### config.mk
export PLATFORM = sky130hd
export DESIGN_NAME = sprite_line_engine
export DESIGN_NICKNAME = d
export VERILOG_FILES = /design/src/rtl/sprite_line_engine.sv
export SDC_FILE = /design/constraint.sdc
export NUM_CORES = 2
export LEC_CHECK = 0
export BUFFER_PORTS_ARGS = -buffer_cell sky130_fd_sc_hd__buf_2
export CORE_ASPECT_RATIO = 1.4
export CORE_MARGIN = 2
export CORE_UTILIZATION = 35
export CTS_CLUSTER_DIAMETER = 40
export CTS_CLUSTER_SIZE = 25
export DETAILED_ROUTE_END_ITERATION = 8
export GPL_TIMING_DRIVEN = 0
export SLEW_MARGIN = 5
export SYNTH_ARGS = -nofsm -noshare
export SYNTH_HDL_FRONTEND = slang
export SYNTH_SLANG_ARGS = --single-unit
export TNS_END_PERCENT = 5
### constraint.sdc
create_clock -name clk -period 7.4 [get_ports clk]
set_input_delay 1.48 -clock clk [delete_from_list [all_inputs] [get_ports clk]]
set_output_delay 1.48 -clock clk [all_outputs]
set_load 0.02 [all_outputs]
### src/rtl/sprite_line_engine.sv
`default_nettype none
// ============================================================================
// Module   : sprite_line_engine
// Purpose  : Per-scanline sprite engine. While one line is displayed, the
//            configs of all sprites are scanned for the next line and their
//            pattern rows are prefetched into the "next" slot bank. At each
//            line_start the banks swap. A registered per-pixel hit and RGB
//            come out of the "current" bank for mixing over the tile layer.
// Ports    : clk, resetn          clock, synchronous active-low reset
//            iomem_*              32-bit register bus, one-cycle ready pulse
//                                 words 0..N-1 sprite config, 32 COLLISION,
//                                 33 STATUS
//            line_start, line_y   start of hblank, line to evaluate next
//            pix_valid, pix_x     active pixel strobe and column
//            mem_ren/raddr/rdata  pattern row fetch, 1-cycle read latency
//            sprite_hit/rgb       registered pixel result, {B,G,R}
// Revision : 1.0  initial release
// ============================================================================
module sprite_line_engine #(
  parameter int NUM_SPRITES  = 16,
  parameter int MAX_PER_LINE = 4,
  parameter int PATTERN_BITS = 6
) (
  input  logic                    clk,
  input  logic                    resetn,
  input  logic                    iomem_valid,
  input  logic [3:0]              iomem_wstrb,
  input  logic [7:0]              iomem_addr,
  input  logic [31:0]             iomem_wdata,
  output logic [31:0]             iomem_rdata,
  output logic                    iomem_ready,
  input  logic                    line_start,
  input  logic [8:0]              line_y,
  input  logic                    pix_valid,
  input  logic [8:0]              pix_x,
  output logic                    mem_ren,
  output logic [PATTERN_BITS+3:0] mem_raddr,
  input  logic [15:0]             mem_rdata,
  output logic                    sprite_hit,
  output logic [2:0]              sprite_rgb
);

  localparam logic [4:0]  c_last_idx  = 5'(NUM_SPRITES - 1);
  localparam logic [5:0]  c_num_words = 6'(NUM_SPRITES);
  localparam logic [3:0]  c_max_slots = 4'(MAX_PER_LINE);
  // Bits 30:29 of a config word have no function and always read back 0.
  localparam logic [31:0] c_cfg_mask  = 32'h9FFF_FFFF;

  typedef enum logic [1:0] {
    ST_IDLE   = 2'd0,
    ST_SCAN   = 2'd1,
    ST_FINISH = 2'd2
  } state_t;

  typedef struct packed {
    logic        valid;
    logic [15:0] row;
    logic [8:0]  x;
    logic        hflip;
    logic [2:0]  rgb;
    logic [4:0]  idx;
  } slot_t;

  // Storage is sized for the maximum legal parameters; entries beyond
  // NUM_SPRITES / MAX_PER_LINE are never written and stay at reset value.
  logic [31:0] cfg_q  [0:31];
  logic [31:0] cfg_d  [0:31];
  slot_t       cur_q  [0:7];
  slot_t       cur_d  [0:7];
  slot_t       nxt_q  [0:7];
  slot_t       nxt_d  [0:7];
  state_t      state_q, state_d;
  logic [4:0]  idx_q, idx_d;
  logic [8:0]  y_q, y_d;
  logic [3:0]  alloc_q, alloc_d;
  logic [3:0]  used_q, used_d;
  logic        pend_q, pend_d;
  logic [2:0]  pend_slot_q, pend_slot_d;
  slot_t       pend_info_q, pend_info_d;
  logic [31:0] coll_q, coll_d;
  logic        ovf_q, ovf_d;
  logic        ready_q, ready_d;
  logic [31:0] rdata_q, rdata_d;
  logic        hit_q, hit_d;
  logic [2:0]  rgb_q, rgb_d;

  logic [31:0] w_cfg;
  logic [8:0]  w_dy;
  logic [3:0]  w_row;
  logic        w_vis, w_issue, w_ovf_set;
  slot_t       w_nxt_merged [0:7];
  logic        w_pix_any;
  logic [2:0]  w_pix_rgb;
  logic [31:0] w_coll_set;
  logic        w_acc, w_wr, w_rd;
  logic [5:0]  w_word;

  // ---------------------------------------------------------------- scan
  always_comb begin
    w_cfg     = cfg_q[idx_q];
    w_dy      = y_q - w_cfg[17:9];
    w_vis     = w_cfg[31] && (w_dy[8:4] == 5'd0);
    w_issue   = (state_q == ST_SCAN) && w_vis && (alloc_q < c_max_slots);
    w_ovf_set = (state_q == ST_SCAN) && w_vis && !(alloc_q < c_max_slots);
    w_row     = w_cfg[25] ? ~w_dy[3:0] : w_dy[3:0];

    // Next bank as it looks once the outstanding row fetch lands; used both
    // for the normal capture and when a line_start swaps a partial scan in.
    w_nxt_merged = nxt_q;
    if (pend_q) begin
      w_nxt_merged[pend_slot_q]       = pend_info_q;
      w_nxt_merged[pend_slot_q].row   = mem_rdata;
      w_nxt_merged[pend_slot_q].valid = 1'b1;
    end

    state_d     = state_q;
    idx_d       = idx_q;
    y_d         = y_q;
    alloc_d     = alloc_q;
    used_d      = used_q;
    pend_d      = 1'b0;
    pend_slot_d = pend_slot_q;
    pend_info_d = pend_info_q;
    cur_d       = cur_q;
    nxt_d       = w_nxt_merged;

    case (state_q)
      ST_SCAN: begin
        if (w_issue) begin
          pend_d            = 1'b1;
          pend_slot_d       = alloc_q[2:0];
          pend_info_d       = '0;
          pend_info_d.x     = w_cfg[8:0];
          pend_info_d.hflip = w_cfg[24];
          pend_info_d.rgb   = w_cfg[28:26];
          pend_info_d.idx   = idx_q;
          alloc_d           = alloc_q + 4'd1;
        end
        if (idx_q == c_last_idx) state_d = ST_FINISH;
        else                     idx_d   = idx_q + 5'd1;
      end
      ST_FINISH: begin
        // Final fetch is captured this cycle; alloc_q already counts it.
        used_d  = alloc_q;
        state_d = ST_IDLE;
      end
      default: ;
    endcase

    if (line_start) begin
      cur_d = w_nxt_merged;
      for (int s = 0; s < 8; s++) nxt_d[s] = '0;
      alloc_d = 4'd0;
      idx_d   = 5'd0;
      y_d     = line_y;
      pend_d  = 1'b0;
      state_d = ST_SCAN;
    end
  end

  assign mem_ren   = w_issue;
  assign mem_raddr = {w_cfg[18 +: PATTERN_BITS], w_row};

  // --------------------------------------------------------------- pixel
  always_comb begin
    logic [8:0] col;
    logic       opaque;
    logic [3:0] n_opaque;
    logic [31:0] mask;
    w_pix_any = 1'b0;
    w_pix_rgb = 3'd0;
    n_opaque  = 4'd0;
    mask      = '0;
    col       = '0;
    opaque    = 1'b0;
    // Descending walk so the lowest-index opaque slot is the last writer.
    for (int s = MAX_PER_LINE - 1; s >= 0; s--) begin
      col    = pix_x - cur_q[s].x;
      opaque = cur_q[s].valid && (col[8:4] == 5'd0) &&
               (cur_q[s].hflip ? cur_q[s].row[col[3:0]]
                               : cur_q[s].row[4'd15 - col[3:0]]);
      if (opaque) begin
        w_pix_any = 1'b1;
        w_pix_rgb = cur_q[s].rgb;
        n_opaque  = n_opaque + 4'd1;
        mask      = mask | (32'd1 << cur_q[s].idx);
      end
    end
    w_coll_set = (pix_valid && (n_opaque >= 4'd2)) ? mask : 32'd0;
    hit_d      = pix_valid && w_pix_any;
    rgb_d      = (pix_valid && w_pix_any) ? w_pix_rgb : 3'd0;
  end

  // ----------------------------------------------------------------- bus
  always_comb begin
    w_acc   = iomem_valid && !ready_q;
    w_word  = iomem_addr[7:2];
    w_wr    = w_acc && (iomem_wstrb != 4'd0);
    w_rd    = w_acc && (iomem_wstrb == 4'd0);
    ready_d = w_acc;
    rdata_d = 32'd0;
    cfg_d   = cfg_q;
    coll_d  = coll_q;
    ovf_d   = ovf_q;

    if (w_rd) begin
      if (w_word < c_num_words) begin
        rdata_d = cfg_q[w_word[4:0]];
      end else if (w_word == 6'd32) begin
        rdata_d = coll_q;
        coll_d  = 32'd0;
      end else if (w_word == 6'd33) begin
        rdata_d = {20'd0, used_q, 7'd0, ovf_q};
        ovf_d   = 1'b0;
      end
    end

    if (w_wr && (w_word < c_num_words)) begin
      for (int b = 0; b < 4; b++) begin
        if (iomem_wstrb[b]) cfg_d[w_word[4:0]][8*b +: 8] = iomem_wdata[8*b +: 8];
      end
      cfg_d[w_word[4:0]] = cfg_d[w_word[4:0]] & c_cfg_mask;
    end

    // Applied after the read-clear so a same-cycle set survives.
    coll_d = coll_d | w_coll_set;
    ovf_d  = ovf_d | w_ovf_set;
  end

  // --------------------------------------------------------------- state
  always_ff @(posedge clk) begin
    if (!resetn) begin
      for (int i = 0; i < 32; i++) cfg_q[i] <= '0;
      for (int s = 0; s < 8; s++) begin
        cur_q[s] <= '0;
        nxt_q[s] <= '0;
      end
      state_q     <= ST_IDLE;
      idx_q       <= '0;
      y_q         <= '0;
      alloc_q     <= '0;
      used_q      <= '0;
      pend_q      <= 1'b0;
      pend_slot_q <= '0;
      pend_info_q <= '0;
      coll_q      <= '0;
      ovf_q       <= 1'b0;
      ready_q     <= 1'b0;
      rdata_q     <= '0;
      hit_q       <= 1'b0;
      rgb_q       <= '0;
    end else begin
      cfg_q       <= cfg_d;
      cur_q       <= cur_d;
      nxt_q       <= nxt_d;
      state_q     <= state_d;
      idx_q       <= idx_d;
      y_q         <= y_d;
      alloc_q     <= alloc_d;
      used_q      <= used_d;
      pend_q      <= pend_d;
      pend_slot_q <= pend_slot_d;
      pend_info_q <= pend_info_d;
      coll_q      <= coll_d;
      ovf_q       <= ovf_d;
      ready_q     <= ready_d;
      rdata_q     <= rdata_d;
      hit_q       <= hit_d;
      rgb_q       <= rgb_d;
    end
  end

  assign iomem_ready = ready_q;
  assign iomem_rdata = rdata_q;
  assign sprite_hit  = hit_q;
  assign sprite_rgb  = rgb_q;

  logic unused_bits;
  assign unused_bits = &{1'b0, iomem_addr[1:0], w_cfg[30:29]};

endmodule
`default_nettype wire

Word level (Yosys, flattened, before mapping) --
Cells that the tools add are included.
Word-level totals: register bits after elaboration 1560, input bits 83, output and inout port bits 48, logic and storage cells 308
Operators by class: add/sub/neg operators 14, magnitude comparators 16, eq/ne operators 7, shifts and indexed selects 4, muxes and demuxes 94, bitwise operators 12, reduce and logical (&&, ||, !) cells 39
Operators with widths (number):
- 2-to-1 mux 1024 bit | 8
- bitwise mux 1024 bit | 5
- bitwise mux 280 bit | 3
- demux 32 bit (select 5 bit) | 5
- 2-to-1 mux 32 bit | 18
- binary-select mux 32 bit (select 5 bit) | 3
- demux 35 bit (select 3 bit) | 3
- 2-to-1 mux 280 bit | 1
- OR 32 bit | 4
- << shifter 1 x 5 -> 32 bit (first input constant) | 4
- 2-to-1 mux 35 bit | 2
- subtractor 9 bit | 5
- less-than comparator 4 x 5 -> 1 bit (second input constant) | 8
- 2-to-1 mux 34 bit | 1
- binary-select mux 1 bit (select 4 bit) | 8
- zero test 5 bit | 5
- 2-to-1 mux 24 bit | 1
- 2-to-1 mux 1 bit | 23
- logical AND 1 bit | 20
- adder 4 x 1 -> 4 bit (second input constant) | 4
- 2-to-1 mux 16 bit | 1
- 2-to-1 mux 4 bit | 4
- subtractor 4 bit (first input constant) | 4
- == test 6 bit (second input constant) | 2
- other kinds (31) | 44

Longest topological paths before layout --
word-level depth 21, mapped depth 23, mapped depth without buffers 19

Worst setup path before layout --
Ideal clock, no wire load.
path kind reg2out, start point register idx_q[0], end point output mem_ren, arrival time 5.185 ns, required time 5.920 ns, slack 0.735 ns, cell stages (with the launch flop) 21, buffers on the path 6, cell sequence dfxtp_1 -> buf_4 -> buf_4 -> buf_2 -> clkbuf_1 -> buf_1 -> mux4_2 -> mux4_2 -> nand2_1 -> nand2_1 -> ha_1 -> inv_1 -> fa_1 -> a21o_1 -> a21oi_1 -> o21ai_0 -> a2111oi_0 -> or3_1 -> xnor2_1 -> nor4_4 -> buf_2
Between the ends: word-level cells in the longest chain between the ends 9
Ends and longest elaborated chain:
- from (decl) | line 73 | logic [4:0] idx_q, idx_d;
- from (signal assigned) | line 257 | idx_q <= idx_d;
- inverter 5 -> 6 bit (implied by the code) * | line 100 | w_cfg = cfg_q[idx_q];
- binary-select mux 32 bit (select 5 bit) * | line 100
- 2-to-1 mux 32 bit (implied by the code) * (2 in series) | line 100
- subtractor 9 bit | line 101 | w_dy = y_q - w_cfg[17:9];
- zero test 5 bit | line 102 | w_vis = w_cfg[31] && (w_dy[8:4] == 5'd0);
- logical AND 1 bit * | line 102
- logical AND 1 bit * (2 in series) | line 103 | w_issue = (state_q == ST_SCAN) && w_vis && (alloc_q < c_max_slots);
- to (decl) | line 36 | output logic mem_ren,
Mark *: on every way between the ends. The rest lies on a longest branch, timed or not. The select of a mux whose other input is x is not followed.

Worst setup path after layout --
start point register idx_q[1], end point output mem_ren
The elaborated chain is that of the path after synthesis.

==> flow_summary_export.csv <==
group,metric,value,unit
outcome,status,"complete, but fails checks",
outcome,violations,"capacitance limit, slew limit",
clock_tree,clock_latency,890,ps
global_routing,met1_usage,38.7,%
global_routing,grt-ovfl-total,0,
clock_tree,cts_made_buffers,182,
worst_setup_path,end_kind,"output port",
place,io_buffer_count,117,
clock_tree,clock_sinks,1392,
sta,fmax,137,MHz
sta,finalMaxSlewViolations,28,
floorplanning,start_util,35.3,%
worst_setup_path,worst-path-max-fanout,10,
floorplanning,rows,187,
drt,dr.pass1.iters,9,
synthesis,syn_area_per_cell,10.4,um^2
sta,min_period_over_period,98.5,%
worst_setup_path,reg2reg_from,"cur_q[184]$_SDFFE_PN0P_",
clock_tree,path_clk_slew,70,ps
sta,fin_worst_skew,65.0,ps
global_routing,grtUsageTotal,36.4,%
synthesis,ys_seq_area_share,42.6,%
sta,finalCriticalPeriod,7290,ps
synthesis,synth-edff-count,0,
worst_setup_path,ff2ff_path_depth,18,
drt,vias,56300,
global_routing,first_global_vias,54400,
power_and_ir_drop,p_leak,0.0294,uW
worst_setup_path,worst_setup_path_start_kind,"flop",
sta,hold_viol,0,
place,dp.final_hpwl,266000,um
synthesis,synth-seq-cells,1392,
sta,rsz0062_at_grt,"no",
synthesis,async_flop_share,0,%
global_routing,grt-busiest-layer,"met2",
clock_tree,cts_root_buffer,"clkbuf_16",
synthesis,synth_cell_types,79,
worst_setup_path,cp.arrival,5810,ps
global_routing,met3_usage,10.3,%
sta,worst_slew_pin_slew,1630,ps
synthesis,netlist_instances,6268,
worst_setup_path,rrSetupSlack,1100,ps
drt,dr.first_iter.drc_count,6976,
floorplanning,core-area,186000,um^2
power_and_ir_drop,ir_worst_vdd,0.218,mV
global_routing,grt_pass1_wl,468000,um
drt,drcViolationCount,0,
synthesis,synth_area,65400,um^2
synthesis,synthFlopType,"dfxtp_1",
drt,wl,353000,um
place,gp_congestion,1.05,
clock_tree,htree_levels,4,
clock_tree,clock_path_buffers,3,
place,dp_cells,8865,
floorplanning,io_pins,131,
hold_path,min_from,"pend_slot_q[2]$_SDFFE_PN0P_",
power_and_ir_drop,power.density,241,nW/um^2
global_routing,grtUsageMet2,57.1,%
worst_setup_path,critPathKind,"reg2out",
worst_setup_path,r2r-end,"coll_q[30]$_SDFF_PN0_",
sta,whs,433,ps
global_routing,grt_max_degree,23,
floorplanning,dieArea,190000,um^2
worst_setup_path,critical_path_required,5920,ps
final_layout,fillers,18100,
final_layout,fin_cells,9239,
clock_tree,cts_hold_buf,0,
sta,setup_ws,115,ps
sta,relSlewSlack,-8.84,%
final_layout,synthToLayoutAreaGrowth,17.4,%
floorplanning,chipHeight,516,um
place,pre_cts_ws,-3410,ps
drt,ant_nets,0,
clock_tree,cts_tree,"yes",
run,drv_cap,5,
hold_path,hp-class,"reg2reg",
hold_path,worstHoldEndpoint,"pend_slot_q[2]$_SDFFE_PN0P_",
sta,setup_viol,0,
final_layout,nNetsFinal,6742,
floorplanning,die_w,369,um
synthesis,yosys_warnings,0,
global_routing,antenna_found_initial,31,
final_layout,drive_above_1_share,19.4,%
drt,wire_per_inst,38.2,um
synthesis,syn-num-nets,6405,
drt,vias_per_cell,6.10,
hold_path,worstHoldPathCells,2,
-- final cells by class --
| type | count | area [um^2] | area share [%] |
|---|---|---|---|
| repair buffers | 160 | 1050 | 1.37 |
| inverters | 64 | 240 | 0.313 |
| well taps | 2457 | 3070 | 4.00 |
| multi-input cells | 4259 | 35200 | 45.8 |
| diodes | 21 | 52.6 | 0.0684 |
| plain buffers | 546 | 2810 | 3.66 |
| flip-flops and latches | 1392 | 27900 | 36.3 |
| clock inverters | 139 | 1670 | 2.18 |
| clock buffers | 201 | 4810 | 6.26 |
-- logic make-up after synthesis --
kind of cell,share of synthesized area (%)
and+or+nand+nor,16.3
AOI/OAI and AO/OA,12.0
buffers and inverters,3.83
xor gates and xnor gates,0.467
adders and majority gates,1.09
muxes,23.7
DFF,42.6
-- critical path, stage by stage, from the launching register on --
cell and delay, ps:
dfxtp_2 360, buf_12 150, buf_16 170, buf_16 180
clkbuf_16 230, buf_8 230, buf_16 180, buf_4 290
mux4_2 340, mux4_2 500, mux2i_4 300, fa_2 280
a21o_1 140, a21oi_2 80, o21ai_2 150, a2111oi_1 90
or3_1 390, xnor2_1 180, nor4_4 250, buf_4 160
buf_4 160
-- registers in the layout, indices dropped and copies added, names as in the netlist, 2 cells and up --
signal       cells
nxt_q          140
idx_q            5
cfg_q          996
used_q           4
pend_info_q     18
pend_slot_q      3
y_q              9
cur_q          140
alloc_q          4
sprite_rgb       3
coll_q          32
state_q          2
iomem_rdata     32
-- repair_timing --
action                                  4_1_cts  5_1_grt
endpoints found under the setup margin       37        1
gates resized for setup                     146       18
pin swaps                                     3        3
setup buffers                                11        8
-- cells in the final DEF, fill, tap and decap left out, types with 19 or more instances in the layout --
master	netlist	layout
nand2_1	1285	1283
a21oi_1	104	103
a22oi_1	31	31
clkbuf_2	0	22
clkbuf_16	0	190
buf_1	61	25
inv_1	62	62
mux2i_1	206	201
dfxtp_1	1392	1391
nand3_1	50	50
inv_6	0	30
and3_1	48	48
a221oi_1	27	27
o22ai_1	32	32
a21boi_0	404	404
and2_1	507	507
o21ai_0	103	96
buf_4	23	53
buf_2	76	197
xor2_1	19	19
mux4_2	590	590
clkinv_8	0	21
o211a_1	217	217
clkbuf_1	392	355
ha_1	49	48
nor2_1	285	281
nor2b_1	29	29
nor3_1	36	33
inv_8	0	24
diode_2	0	21
-- synth_stat cells, drive strengths merged (32+ instances only) --
master | number | share of area [%]
nor2 | 285 | 1.6
mux4 | 590 | 20
o22ai | 32 | 0.31
and3 | 48 | 0.46
a21boi | 404 | 4.6
inv | 63 | 0.36
dfxtp | 1392 | 43
nand3 | 50 | 0.38
clkbuf | 392 | 2.2
and2 | 507 | 4.8
a21oi | 105 | 0.81
nor3 | 36 | 0.28
o211a | 217 | 3.3
buf | 161 | 1.2
o21ai | 111 | 0.85
ha | 49 | 0.94
nand2 | 1285 | 7.4
mux2i | 206 | 3.2
-- metrics by stage --
stage          setup TNS (ps)  total power [uW]  utilization (%)  instance area (um^2)
3_3_place_gp          -216850              9150             37.2                 69100
4_1_cts                     0             18400             41.3                 76600
5_1_grt                     0             18800             41.4                 76700
6_report                    0             18500             41.4                 76800
3_5_place_dp          -115810              9170             37.5                 69500
2_1_floorplan               0              8450                -                 65400
-- report_power, final --
group,internal (uW),switching (uW)
clock,5170,4270
combinational,408,1100
sequential,7530,38.3
total,13100,5400
-- metal layers --
layer	vias up	wire length [um]
li1	23100	-
met1	28100	119000
met2	3760	158000
met3	1383	32900
met4	14	42600
met5	-	117
-- worst max path at each step --
stage | from | endpoint | cells past startpoint
after floorplan | idx_q[0]$_SDFFE_PP0P_ | mem_ren | 20
after global placement | idx_q[1]$_SDFFE_PP0P_ | mem_ren | 19
after detailed placement | idx_q[1]$_SDFFE_PP0P_ | mem_ren | 19
after CTS | idx_q[1]$_SDFFE_PP0P_ | mem_ren | 18
after global routing | idx_q[1]$_SDFFE_PP0P_ | mem_ren | 18
final | idx_q[1]$_SDFFE_PP0P_ | mem_ren | 20
(Power assumes the default switching activity.)
